===== src/rtl/dp_ram_param.sv =====
// dp_ram_param: single-clock dual-port RAM with one write port and one read port.
// Supports per-byte write enables, read-first or write-first collision handling,
// an optional output register, and a clear sequencer that zeroes every word
// after reset before any request is accepted.
module dp_ram_param #(
   parameter int DATA_W  = 8,
   parameter int ADDR_W  = 5,
   parameter int DEPTH   = 16,
   parameter int WR_MODE = 0,
   parameter int OUT_REG = 0
) (
   input  logic                clk,
   input  logic                rst,
   input  logic                enb,
   input  logic                wr,
   input  logic                rd,
   input  logic [ADDR_W-1:0]   w_addr,
   input  logic [ADDR_W-1:0]   r_addr,
   input  logic [DATA_W-1:0]   w_data,
   input  logic [DATA_W/8-1:0] w_be,
   output logic [DATA_W-1:0]   r_data,
   output logic                r_valid,
   output logic                init_busy,
   output logic                w_err,
   output logic                r_err
);

   localparam int NB    = DATA_W / 8;
   localparam int IDX_W = (DEPTH > 1) ? $clog2(DEPTH) : 1;
   // Depth and last address sized to the address port so comparisons stay width-exact.
   localparam logic [ADDR_W:0]   DEPTH_V = (ADDR_W + 1)'(DEPTH);
   localparam logic [ADDR_W-1:0] LAST    = ADDR_W'(DEPTH - 1);

   typedef enum logic {CLEAR, RUN} state_t;

   state_t              state_q;
   state_t              state_d;
   logic [ADDR_W-1:0]   ptr;
   logic [DATA_W-1:0]   mem [DEPTH];

   logic                w_in_range;
   logic                r_in_range;
   logic                wr_acc;
   logic                rd_acc;
   logic                wr_commit;
   logic [IDX_W-1:0]    w_idx;
   logic [IDX_W-1:0]    r_idx;
   logic [IDX_W-1:0]    ptr_idx;
   logic [DATA_W-1:0]   wr_merged;
   logic [DATA_W-1:0]   rd_word;

   logic [DATA_W-1:0]   s1_data;
   logic                s1_valid;
   logic                s1_err;

   // Sequencer state and clear pointer; the pointer only advances while clearing.
   always_ff @(posedge clk) begin
      if (!rst) begin
         state_q <= CLEAR;
         ptr     <= '0;
      end else begin
         state_q <= state_d;
         if (state_q == CLEAR) begin
            ptr <= ptr + 1'b1;
         end
      end
   end

   // Next state: leave CLEAR once the last word has been zeroed; busy while clearing.
   always_comb begin
      state_d   = state_q;
      init_busy = 1'b0;
      if (state_q == CLEAR) begin
         init_busy = 1'b1;
         if (ptr == LAST) begin
            state_d = RUN;
         end
      end
   end

   // Request decode, byte merge for writes, and read word selection with collision handling.
   always_comb begin
      w_in_range = ({1'b0, w_addr} < DEPTH_V);
      r_in_range = ({1'b0, r_addr} < DEPTH_V);
      wr_acc     = (state_q == RUN) && enb && wr;
      rd_acc     = (state_q == RUN) && enb && rd;
      wr_commit  = wr_acc && w_in_range;
      w_idx      = w_addr[IDX_W-1:0];
      r_idx      = r_addr[IDX_W-1:0];
      ptr_idx    = ptr[IDX_W-1:0];

      wr_merged = mem[w_idx];
      for (int k = 0; k < NB; k++) begin
         if (w_be[k]) begin
            wr_merged[8*k +: 8] = w_data[8*k +: 8];
         end
      end

      rd_word = '0;
      if (r_in_range) begin
         rd_word = mem[r_idx];
         if ((WR_MODE == 1) && wr_commit && (w_idx == r_idx)) begin
            rd_word = wr_merged;
         end
      end
   end

   // Memory array: zeroed word by word while clearing, merged writes while running.
   always_ff @(posedge clk) begin
      if (rst) begin
         if (state_q == CLEAR) begin
            mem[ptr_idx] <= '0;
         end else if (wr_commit) begin
            mem[w_idx] <= wr_merged;
         end
      end
   end

   // First read stage and write error flag; data holds when no read is accepted.
   always_ff @(posedge clk) begin
      if (!rst) begin
         s1_data  <= '0;
         s1_valid <= 1'b0;
         s1_err   <= 1'b0;
         w_err    <= 1'b0;
      end else begin
         s1_valid <= rd_acc;
         s1_err   <= rd_acc && !r_in_range;
         w_err    <= wr_acc && !w_in_range;
         if (rd_acc) begin
            s1_data <= rd_word;
         end
      end
   end

   generate
      if (OUT_REG != 0) begin : g_out_reg
         logic [DATA_W-1:0] s2_data;
         logic              s2_valid;
         logic              s2_err;

         // Optional second stage adds one cycle of read latency; flushed by reset.
         always_ff @(posedge clk) begin
            if (!rst) begin
               s2_data  <= '0;
               s2_valid <= 1'b0;
               s2_err   <= 1'b0;
            end else begin
               s2_valid <= s1_valid;
               s2_err   <= s1_err;
               if (s1_valid) begin
                  s2_data <= s1_data;
               end
            end
         end

         assign r_data  = s2_data;
         assign r_valid = s2_valid;
         assign r_err   = s2_err;
      end else begin : g_no_out_reg
         assign r_data  = s1_data;
         assign r_valid = s1_valid;
         assign r_err   = s1_err;
      end
   endgenerate

endmodule


===== config.mk =====
export PLATFORM = sky130hd
export DESIGN_NAME = dp_ram_param
export DESIGN_NICKNAME = d
export VERILOG_FILES = /design/src/rtl/dp_ram_param.sv
export SDC_FILE = /design/constraint.sdc
export NUM_CORES = 1
export LEC_CHECK = 0
export CAP_MARGIN = 30
export CORE_MARGIN = 4
export CORE_UTILIZATION = 50
export CTS_CLUSTER_DIAMETER = 80
export CTS_CLUSTER_SIZE = 8
export DETAILED_ROUTE_END_ITERATION = 7
export PLACE_DENSITY = 0.69
export SYNTH_ARGS = -nofsm -noshare
export SYNTH_HDL_FRONTEND = slang
export SYNTH_SLANG_ARGS = --single-unit

===== constraint.sdc =====
create_clock -name clk -period 4.45 [get_ports clk]
set_input_delay 0.89 -clock clk [delete_from_list [all_inputs] [get_ports clk]]
set_output_delay 0.89 -clock clk [all_outputs]
set_load 0.1 [all_outputs]

### Word level (Yosys, flattened, before mapping)

Memories as Yosys holds them, arrays and structs flattened.
Cells that the tools add are included.

* register bits after elaboration: 17
* memory bits (writable): 128
* bits of input ports: 24
* output and inout port bits: 12
* word-level logic and storage cells: 36
* memories: 1

Memory list
* mem: depth 16, width 8, rd ports 1, clocked after Yosys merged registers in 0, wr ports 1, RTL line 39 `logic [DATA_W-1:0] mem [DEPTH];`

* $add $sub $neg: 1
* $lt $le $gt $ge: 2
* equal/unequal tests: 2
* multiplexer cells: 14
* reductions and logical operators: 10

Operators with widths (number)
* 2-to-1 mux 8 bit: 3
* < comparator 5 bit (second input constant): 2
* 2-to-1 mux 1 bit: 10
* OR reduction 8 bit: 1
* logical AND 1 bit: 6
* adder 5 x 1 -> 5 bit (second input constant): 1
* equality test 5 x 4 -> 1 bit (second input constant): 1
* 2-to-1 mux 4 bit: 1
* logical NOT 1 bit: 2
* AND reduction 2 bit: 1
* inequality test 1 bit (second input constant): 1

### Logic depth before layout (Yosys ltp)

Gate-level depths: netlist (run 1).

* word-level depth: 10
* mapped depth: 6
* mapped depth without buffers: 5

### Worst setup path before layout (run 1)

OpenSTA, ideal clock, no wires.

* path kind: input to register
* start point: in rst
* end point: mem mem[15][0], enable pin
* arrival: 2229 ps
* data required time: 4080 ps
* path slack: 1851 ps
* cell stages on the path: 4
* cells stage by stage: nand4_2 > nor3b_2 > mux2_2 > nor2_1

* cells in the longest elaborated chain, start to end: 5

Ends and longest elaborated chain
* start: declaration: RTL line 13 `input logic rst,`
* 2-to-1 mux 1 bit: RTL line 110 `if (rst) begin`
* 2-to-1 mux 1 bit (not written as such): RTL line 114 `mem[w_idx] <= wr_merged;`
* AND reduction 2 bit (no line)
* OR reduction 8 bit (no line)
* 2-to-1 mux 4 bit (no line) or 2-to-1 mux 1 bit (tied branches)
* end: declaration: RTL line 39

Several ways; a longest one is shown, not always the timed one.

### Worst setup path in the final report (run 1)

* start point: in rst
* end point: mem mem[3][5], enable pin

The elaborated chain is that of the path after synthesis.

==> results, run 1 <==
- Counting every instance in the synthesized netlist gives 299.
- The leftover overflow at the end of global routing is 0.
- The mean cell area of the mapped netlist is just under 20 um^2.
- The final layout contains 369 nets.
- Setup repair after global routing left no endpoint under its margin.
- The horizontal die dimension is around 120 um.
- The hold violation total from the final report came to 0.
- On the worst path, the slowest cell contributes a delay of about 760 ps.
- The average via count per standard cell is 5.669.
- The clock insertion delay at the later pin of the skew report is 420 ps.
- In this run the cell area of the synthesized design comes to 5786 um^2.
- The share of synthesized area in the top cell type comes to 0.6644.
- The count of boundary I/O pins is 36.
- The first routing iteration left around 220 violations.
- The post-synthesis sequential area ratio is 0.7232.
- The TritonCTS clock tree is built.
- The largest vdd supply drop is 0.2981 mV.
- Sorting the synthesized cells by area gives the leading types as sky130_fd_sc_hd__edfxtp_1, sky130_fd_sc_hd__mux4_1, sky130_fd_sc_hd__dfxtp_1.
- The height of the die is 115.6 um.
- The HPWL after detailed placement is ~7300 um.
- In the layout the commonest cells are sky130_fd_sc_hd__edfxtp_1, sky130_fd_sc_hd__clkdlybuf4s50_1, sky130_fd_sc_hd__nor2_1.
- TritonCTS created 17 clock buffers.
- The overall via count from detail_route is roughly 2800.
- After floorplanning, the core was divided into 39 placement rows.
- The hold buffer count at cts is 0.
- The port buffer count is 35.
- The routed wire length is 10790 um.
- The filler cells instantiated in the layout total slightly above 800.
- The post-synthesis cell type count is 33.
- The die area is approximately 13000 um^2.
- The cell with the biggest individual delay on the critical path is sky130_fd_sc_hd__nor3b_2.
- The synthesized design spends more area on one cell type than any other, namely sky130_fd_sc_hd__edfxtp_1.
- The clock tree root buffer cell is sky130_fd_sc_hd__clkbuf_16.
- The core outline area is 11370 um^2.
- The most common cell after layout, fill and taps aside is sky130_fd_sc_hd__edfxtp_1.
- The worst hold path belongs to the class flop to flop.
- The max-slew headroom at the worst pin is 0.3403.
- The flow ran to the end, and the final reports show no timing, DRC or antenna violations.
- The initial antenna violation count is 0.
- The synthesis-to-finish area growth is 17.21%.
- The longest clock path from root to sink contains 2 buffers.
- At the pin with the least slew margin, the transition time is about 990 ps.
- Setup violations remaining at the end of the flow were counted as 0.
- The maximum frequency from static timing analysis is around 0.3 GHz.
- Data arrives at the worst endpoint at 3390 ps.
- The final critical path time including I/O delays and setup is about 3300 ps.
- 0 antenna diodes ended up in the layout.
- The number of warning messages in the yosys log is 0.
- The critical path is of the input pin to flop type.
- The H-tree depth reported by CTS is 4.
- The kind of end point of the critical path is a flop.
- Entering global routing, the biggest net connects 33 pins.
- The post-route fraction of the period consumed by the critical path is 0.7506.
- After clock tree synthesis, the repair step resized 0 gates.
- In the global route stage, overall resource usage came out at 0.1763.
- The number of slew-limit violations in the final report came to 0.
- The number of cells in the design after placement is around 470.
- The worst clock skew is 10.76 ps.
- The leakage component of the power is 0.002577 uW.
- Clock-pin slew was measured on the worst setup and hold paths at approximately 60 ps.
- For this configuration, the core starts out at a cell density of 0.5089.
- Power spread over the standard cell area amounts to 420.9 nW/um^2.
- The critical path goes through clkdlybuf4s50_1, nand4_2, nor3b_2, mux2_2, nor2_1.
- The first TritonRoute pass finished after 4 iterations.
- Summed over all failing endpoints, the final setup total negative slack is 0 ps.
- Dividing the detail-routed wire length by the instance count gives roughly 22 um.
- The count of cells in the finished layout, fillers not included, comes to approximately 500.
- The buffers inserted during post-CTS setup optimization is 0.
- The endpoint required time on the critical path is between 4000 and 5000 ps.
- The DRC violation count after routing is 0.
- The synthesized design contains ~150 register bits.
- The fraction of final layout cells sized beyond drive strength 1 is 0.1433.
- Routability-driven placement finished with a final weighted congestion of between 0.8 and 0.9.
- Once detail routing completed, the nets flagged for antenna violations numbered 0.
- The tool flagged a number of max-cap violations equal to 0.
- The worst setup path is launched from an input pin.
- The global-route wire length before repair is around 17000 um.
- In this run the worst path has a maximum fanout of 16.
- Counting every net in the synthesized netlist gives 325.
- The number of sinks driven by the clock tree is 145.
- The via count of the first global-routing pass is between 2000 and 3000.
-- per-layer routing --
metal	up-vias	wire length [um]	GRT usage
li1	1301	-	-
met1	1404	4902	0.2435
met2	109	5041	0.2670
met3	15	696	0.06371
met4	0	150	0.05164
met5	-	0	0
-- worst paths after layout --
kind | startpoint | end | slack (ps) | depth (start not counted)
max | rst | mem[3][5] | 1110 | 5
min | r_data[2] | r_data[2] | 500 | 2
max reg2reg | state_q | mem[3][5] | 1590 | 4
min reg2reg | r_data[2] | r_data[2] | 500 | 2
-- cell families after synthesis --
logic type	share of synthesized area
compound gates	0.02530
xor+xnor	0.004542
fa+ha+maj	0.004325
buf+inv	0.01860
flops	0.7232
mux	0.1771
simple gates	0.04693
-- state kept, by name (all words and copies together) (netlist names) --
register  cells
r_data        8
w_err         1
state_q       1
r_valid       1
mem         128
r_err         1
ptr           5
-- stage by stage --
step	hold WS [ps]	area, um^2	utilization	worst slack [ps]	total power [uW]
after floorplan	471.4	5786	-	1851	1576
after global placement	475.2	6247	0.5495	797.0	1616
after detailed placement	484.3	6247	0.5495	686.1	1619
after CTS	498.4	6782	0.5965	1116	2875
after global routing	526.9	6782	0.5965	971.5	2949
final	496.5	6782	0.5965	1110	2854
-- area by class of cell --
type,instances,area [um^2],area share
clock buffers,23,479.2,0.07066
clock inverters,9,55.05,0.008118
flip-flops and latches,145,4184,0.6170
inverters,8,30.03,0.004428
repair buffers,37,360.3,0.05314
multi-input cells,134,1494,0.2203
well taps,143,178.9,0.02638
-- worst max-delay path, delay by kind of cell --
| kind | cells | cell delay [ps] |
|---|---|---|
| buffers and inverters | 1 | 550 |
| AND/OR/NAND/NOR | 3 | 1480 |
| multiplexers | 1 | 460 |
-- synthesized netlist by cell type --
| cell | number |
|---|---|
| sky130_fd_sc_hd__buf_2 | 1 |
| sky130_fd_sc_hd__clkbuf_2 | 1 |
| sky130_fd_sc_hd__nand2b_1 | 1 |
| sky130_fd_sc_hd__mux2i_1 | 12 |
| sky130_fd_sc_hd__dfxtp_1 | 17 |
| sky130_fd_sc_hd__mux4_2 | 10 |
| sky130_fd_sc_hd__mux2_2 | 9 |
| sky130_fd_sc_hd__buf_6 | 3 |
| sky130_fd_sc_hd__and3_1 | 1 |
| sky130_fd_sc_hd__edfxtp_1 | 128 |
| sky130_fd_sc_hd__nand4_2 | 1 |
| sky130_fd_sc_hd__a31oi_1 | 2 |
| sky130_fd_sc_hd__o21ai_0 | 1 |
| sky130_fd_sc_hd__nor3b_2 | 1 |
| sky130_fd_sc_hd__a22oi_1 | 8 |
| sky130_fd_sc_hd__inv_1 | 8 |
| sky130_fd_sc_hd__xor2_1 | 2 |
| sky130_fd_sc_hd__o21ai_1 | 7 |
| sky130_fd_sc_hd__and2_1 | 9 |
| sky130_fd_sc_hd__nand4_1 | 1 |
| sky130_fd_sc_hd__nor2b_1 | 5 |
| sky130_fd_sc_hd__a32oi_1 | 3 |
| sky130_fd_sc_hd__a211oi_1 | 1 |
| sky130_fd_sc_hd__xnor2_1 | 1 |
| sky130_fd_sc_hd__buf_1 | 3 |
| sky130_fd_sc_hd__or3_1 | 2 |
| sky130_fd_sc_hd__ha_1 | 2 |
| sky130_fd_sc_hd__nor3b_1 | 1 |
| sky130_fd_sc_hd__nand2_1 | 3 |
| sky130_fd_sc_hd__mux4_1 | 22 |
| sky130_fd_sc_hd__buf_4 | 2 |
| sky130_fd_sc_hd__clkbuf_1 | 2 |
| sky130_fd_sc_hd__nor2_1 | 29 |
-- power by group --
| part | switching (uW) | leakage [uW] | internal [uW] |
|---|---|---|---|
| combinational | 53.4 | 0.000778 | 52.8 |
| sequential | 6.76 | 0.00153 | 1480 |
| clock | 508 | 0.000265 | 757 |
No activity file was read; power rests on OpenSTA's default activity.
==> run 2, diff against run 1 <==
--- a/config.mk
+++ b/config.mk
@@ -11,7 +11,7 @@
 export CTS_CLUSTER_DIAMETER = 80
 export CTS_CLUSTER_SIZE = 8
 export DETAILED_ROUTE_END_ITERATION = 7
-export PLACE_DENSITY = 0.69
+export PLACE_DENSITY = 0.72
 export SYNTH_ARGS = -nofsm -noshare
 export SYNTH_HDL_FRONTEND = slang
 export SYNTH_SLANG_ARGS = --single-unit
==> constraint.sdc (replaced) <==
create_clock -name clk -period 2.9 [get_ports clk]
set_input_delay 0.58 -clock clk [delete_from_list [all_inputs] [get_ports clk]]
set_output_delay 0.58 -clock clk [all_outputs]
set_load 0.1 [all_outputs]
==> results, run 2 (same netlist as run 1, synthesis figures left out) <==
- The clock period could shrink to approximately 2400 ps.
- The hold buffer count at cts came to 0 (unchanged).
- Setup repair after global routing left no endpoint under its margin.
- The H-tree depth reported by CTS is 4 (unchanged).
- The summed negative setup slack over all endpoints is 0 ps (unchanged).
- The count of inserted antenna diode cells is 0 (unchanged).
- In the layout the commonest cells are sky130_fd_sc_hd__edfxtp_1, sky130_fd_sc_hd__buf_4, sky130_fd_sc_hd__nor2_1.
- The flow ran to the end, and the final reports show no timing, DRC or antenna violations.
- The routed wire length came to 11190 um (+3.7%).
- The largest vdd supply drop is 0.4398 mV (+48%).
- The most common cell after layout, fill and taps aside is sky130_fd_sc_hd__edfxtp_1.
- The height of the die came to 115.6 um (unchanged).
- The clock insertion delay at the later pin of the skew report is 410 ps (about the same).
- The total track usage is 0.1824 (+0.006130).
- The number of cells in the design after placement is 488 (+4.5%).
- The total clock buffers created by CTS came to 17 (unchanged).
- The maximum frequency from static timing analysis is around 0.41 GHz.
- The number of rows created at floorplan is 39 (unchanged).
- The number of gates resized after CTS is 0 (unchanged).
- The post-detailed-placement cell area came to 6387 um^2 (+2.2%).
- The endpoint required time on the critical path is 2940 ps (-1560 ps).
- The maximum number of pins on one net before global-route repair is 24 (-27%).
- The via count of the first global-routing pass was 2974 (+2.8%).
- The die area is 13360 um^2 (unchanged).
- The effective utilization at floorplan is 0.5089 (unchanged).
- The overall via count from detail_route came to 2932 (+3.6%).
- The flip-flop count of the largest register, all copies and words added is 128 (unchanged).
- The design area is 6985 um^2 (+3.0%).
- The core outline area is 11370 um^2 (unchanged).
- The clock-pin slew reported for the worst setup and hold paths after clock tree synthesis is 50 ps (about the same).
- The HPWL after detailed placement is 7561 um (+3.1%).
- Clock tree synthesis selected as its root buffer the cell sky130_fd_sc_hd__clkbuf_16.
- The violation count after the first detailed-routing iteration is 260 (+19%).
- The critical path start-end classification is input pin to flop.
- The max-capacitance violation count is 0 (unchanged).
- The number of slew-limit violations in the final report is 0 (unchanged).
- The detail-routed net length per standard cell is 21.52 um (-0.51%).
- The largest register by flop count is mem.
- The power per cell area is 664.9 nW/um^2 (+58%).
- The post-route met1 wirelength was 4825 um (-1.6%).
- The max-slew headroom at the worst pin is 0.3718 (+0.03150).
- The wire length on met2 is 5305 um (+5.2%).
- The area growth from synthesis to layout is 20.74%.
- The hold violation total from the final report is 0 (unchanged).
- The leakage component of the power is 0.002744 uW (+6.5%).
- The largest buffer count on any clock path came to 2 (unchanged).
- The sum of internal, switching and leakage power was 4645 uW (+63%).
- The count of boundary I/O pins is 36 (unchanged).
- The actual transition at the worst max-transition pin is 938.0 ps (-48.54 ps).
- The horizontal die dimension was 115.6 um (unchanged).
- The global-route wire length before repair is 17320 um (+4.0%).
- The number of sinks driven by the clock tree is 145 (unchanged).
- The highest fanout seen on the critical path was 8 (-8).
- The average via count per standard cell is 5.638 (-0.54%).
- The worst setup path is launched from an input pin.
- The initial antenna violation count is 0 (unchanged).
- The final cell count without fillers is 520 (+4.2%).
- The setup slack of the critical path after layout is 481.7 ps (-628.3 ps).
- The total of endpoints with negative setup slack in the final report is 0 (unchanged).
- The buffers inserted during post-CTS setup optimization is 0 (unchanged).
- The arrival time of the worst setup path is 2450 ps (-940 ps).
- The number of fill cells in the layout is 804 (-0.62%).
- The TritonCTS clock tree is built.
- The highest layer touched by signal routing is met4.
- The type of the tightest min-delay check is flop to flop.
- The DRC violation count after routing is 0 (unchanged).
- The port buffer count is 35 (unchanged).
- The routed wire length on met3 was 958 um (+38%).
- Dividing the final minimum period by the clock period gives 0.8339.
- The worst setup path is captured at a flop.
- The leftover overflow at the end of global routing is 0 (unchanged).
- The worst clock skew is 9.061 ps (-1.700 ps).
- The number of detailed-routing iterations run before antenna repair is 4 (unchanged).
- The post-layout net count is 390 (+5.7%).
- The post-placement worst setup slack was 50.23 ps (-635.9 ps).
- The fraction of final layout cells sized beyond drive strength 1 is 0.2228 (+0.07955).
- The final RePlAce weighted congestion is 0.8569 (+3.0%).
- The number of nets still failing antenna checks after routing came to 0 (unchanged).
-- run 2: cell types whose count changed in the layout (fill, tap and decap cells not counted), moves of 3 or more --
cell,before,now
sky130_fd_sc_hd__buf_4,2,34
sky130_fd_sc_hd__clkdlybuf4s50_1,34,22
sky130_fd_sc_hd__bufinv_16,0,4
sky130_fd_sc_hd__inv_4,4,0
sky130_fd_sc_hd__clkbuf_1,4,1
sky130_fd_sc_hd__clkinv_1,1,4
sky130_fd_sc_hd__clkinv_2,2,5
-- run 2: layer usage --
| metal | vias to the layer above | GRT usage |
|---|---|---|
| met4 | 0 | 0.05869 |
| li1 | 1339 | - |
| met2 | 118 | 0.2793 |
| met5 | - | 0 |
| met1 | 1465 | 0.2562 |
| met3 | 10 | 0.05222 |
-- run 2: area by class of cell --
class	count	area (um^2)	area share
flip-flops and latches	145	4184	0.5990
clock inverters	14	168.9	0.02418
clock buffers	18	429.2	0.06144
inverters	8	30.03	0.004299
well taps	143	178.9	0.02561
repair buffers	58	500.5	0.07165
multi-input cells	134	1494	0.2139
-- run 2: critical path, cell delays in order --
cell	delay, ps
sky130_fd_sc_hd__clkdlybuf4s50_1	510
sky130_fd_sc_hd__nand4_2	120
sky130_fd_sc_hd__nor3b_2	200
sky130_fd_sc_hd__buf_4	190
sky130_fd_sc_hd__buf_4	130
sky130_fd_sc_hd__mux2i_1	120
sky130_fd_sc_hd__nor2_1	590
-- run 2: worst paths after layout --
| kind | startpoint | to | slack, ps | depth (start not counted) |
|---|---|---|---|---|
| worst max-delay path | enb | mem[2][6] | 480 | 7 |
| worst min-delay path | ptr[4] | ptr[4] | 490 | 2 |
| worst max register to register | state_q | mem[2][6] | 580 | 6 |
| worst min register to register | ptr[4] | ptr[4] | 490 | 2 |
-- run 2: per-stage QoR --
step	utilization	hold slack, ps
after global placement	0.5618	477.7
after detailed placement	0.5618	487.2
after global routing	0.6144	537.6
final	0.6144	491.7
after floorplan	-	471.4
after CTS	0.6144	491.7
-- run 2: power breakdown --
| part | internal (uW) | switching (uW) |
|---|---|---|
| Clock | 1420 | 767 |
| Combinational | 94.8 | 87.7 |
| Sequential | 2270 | 10.1 |
| Total | 3780 | 865 |
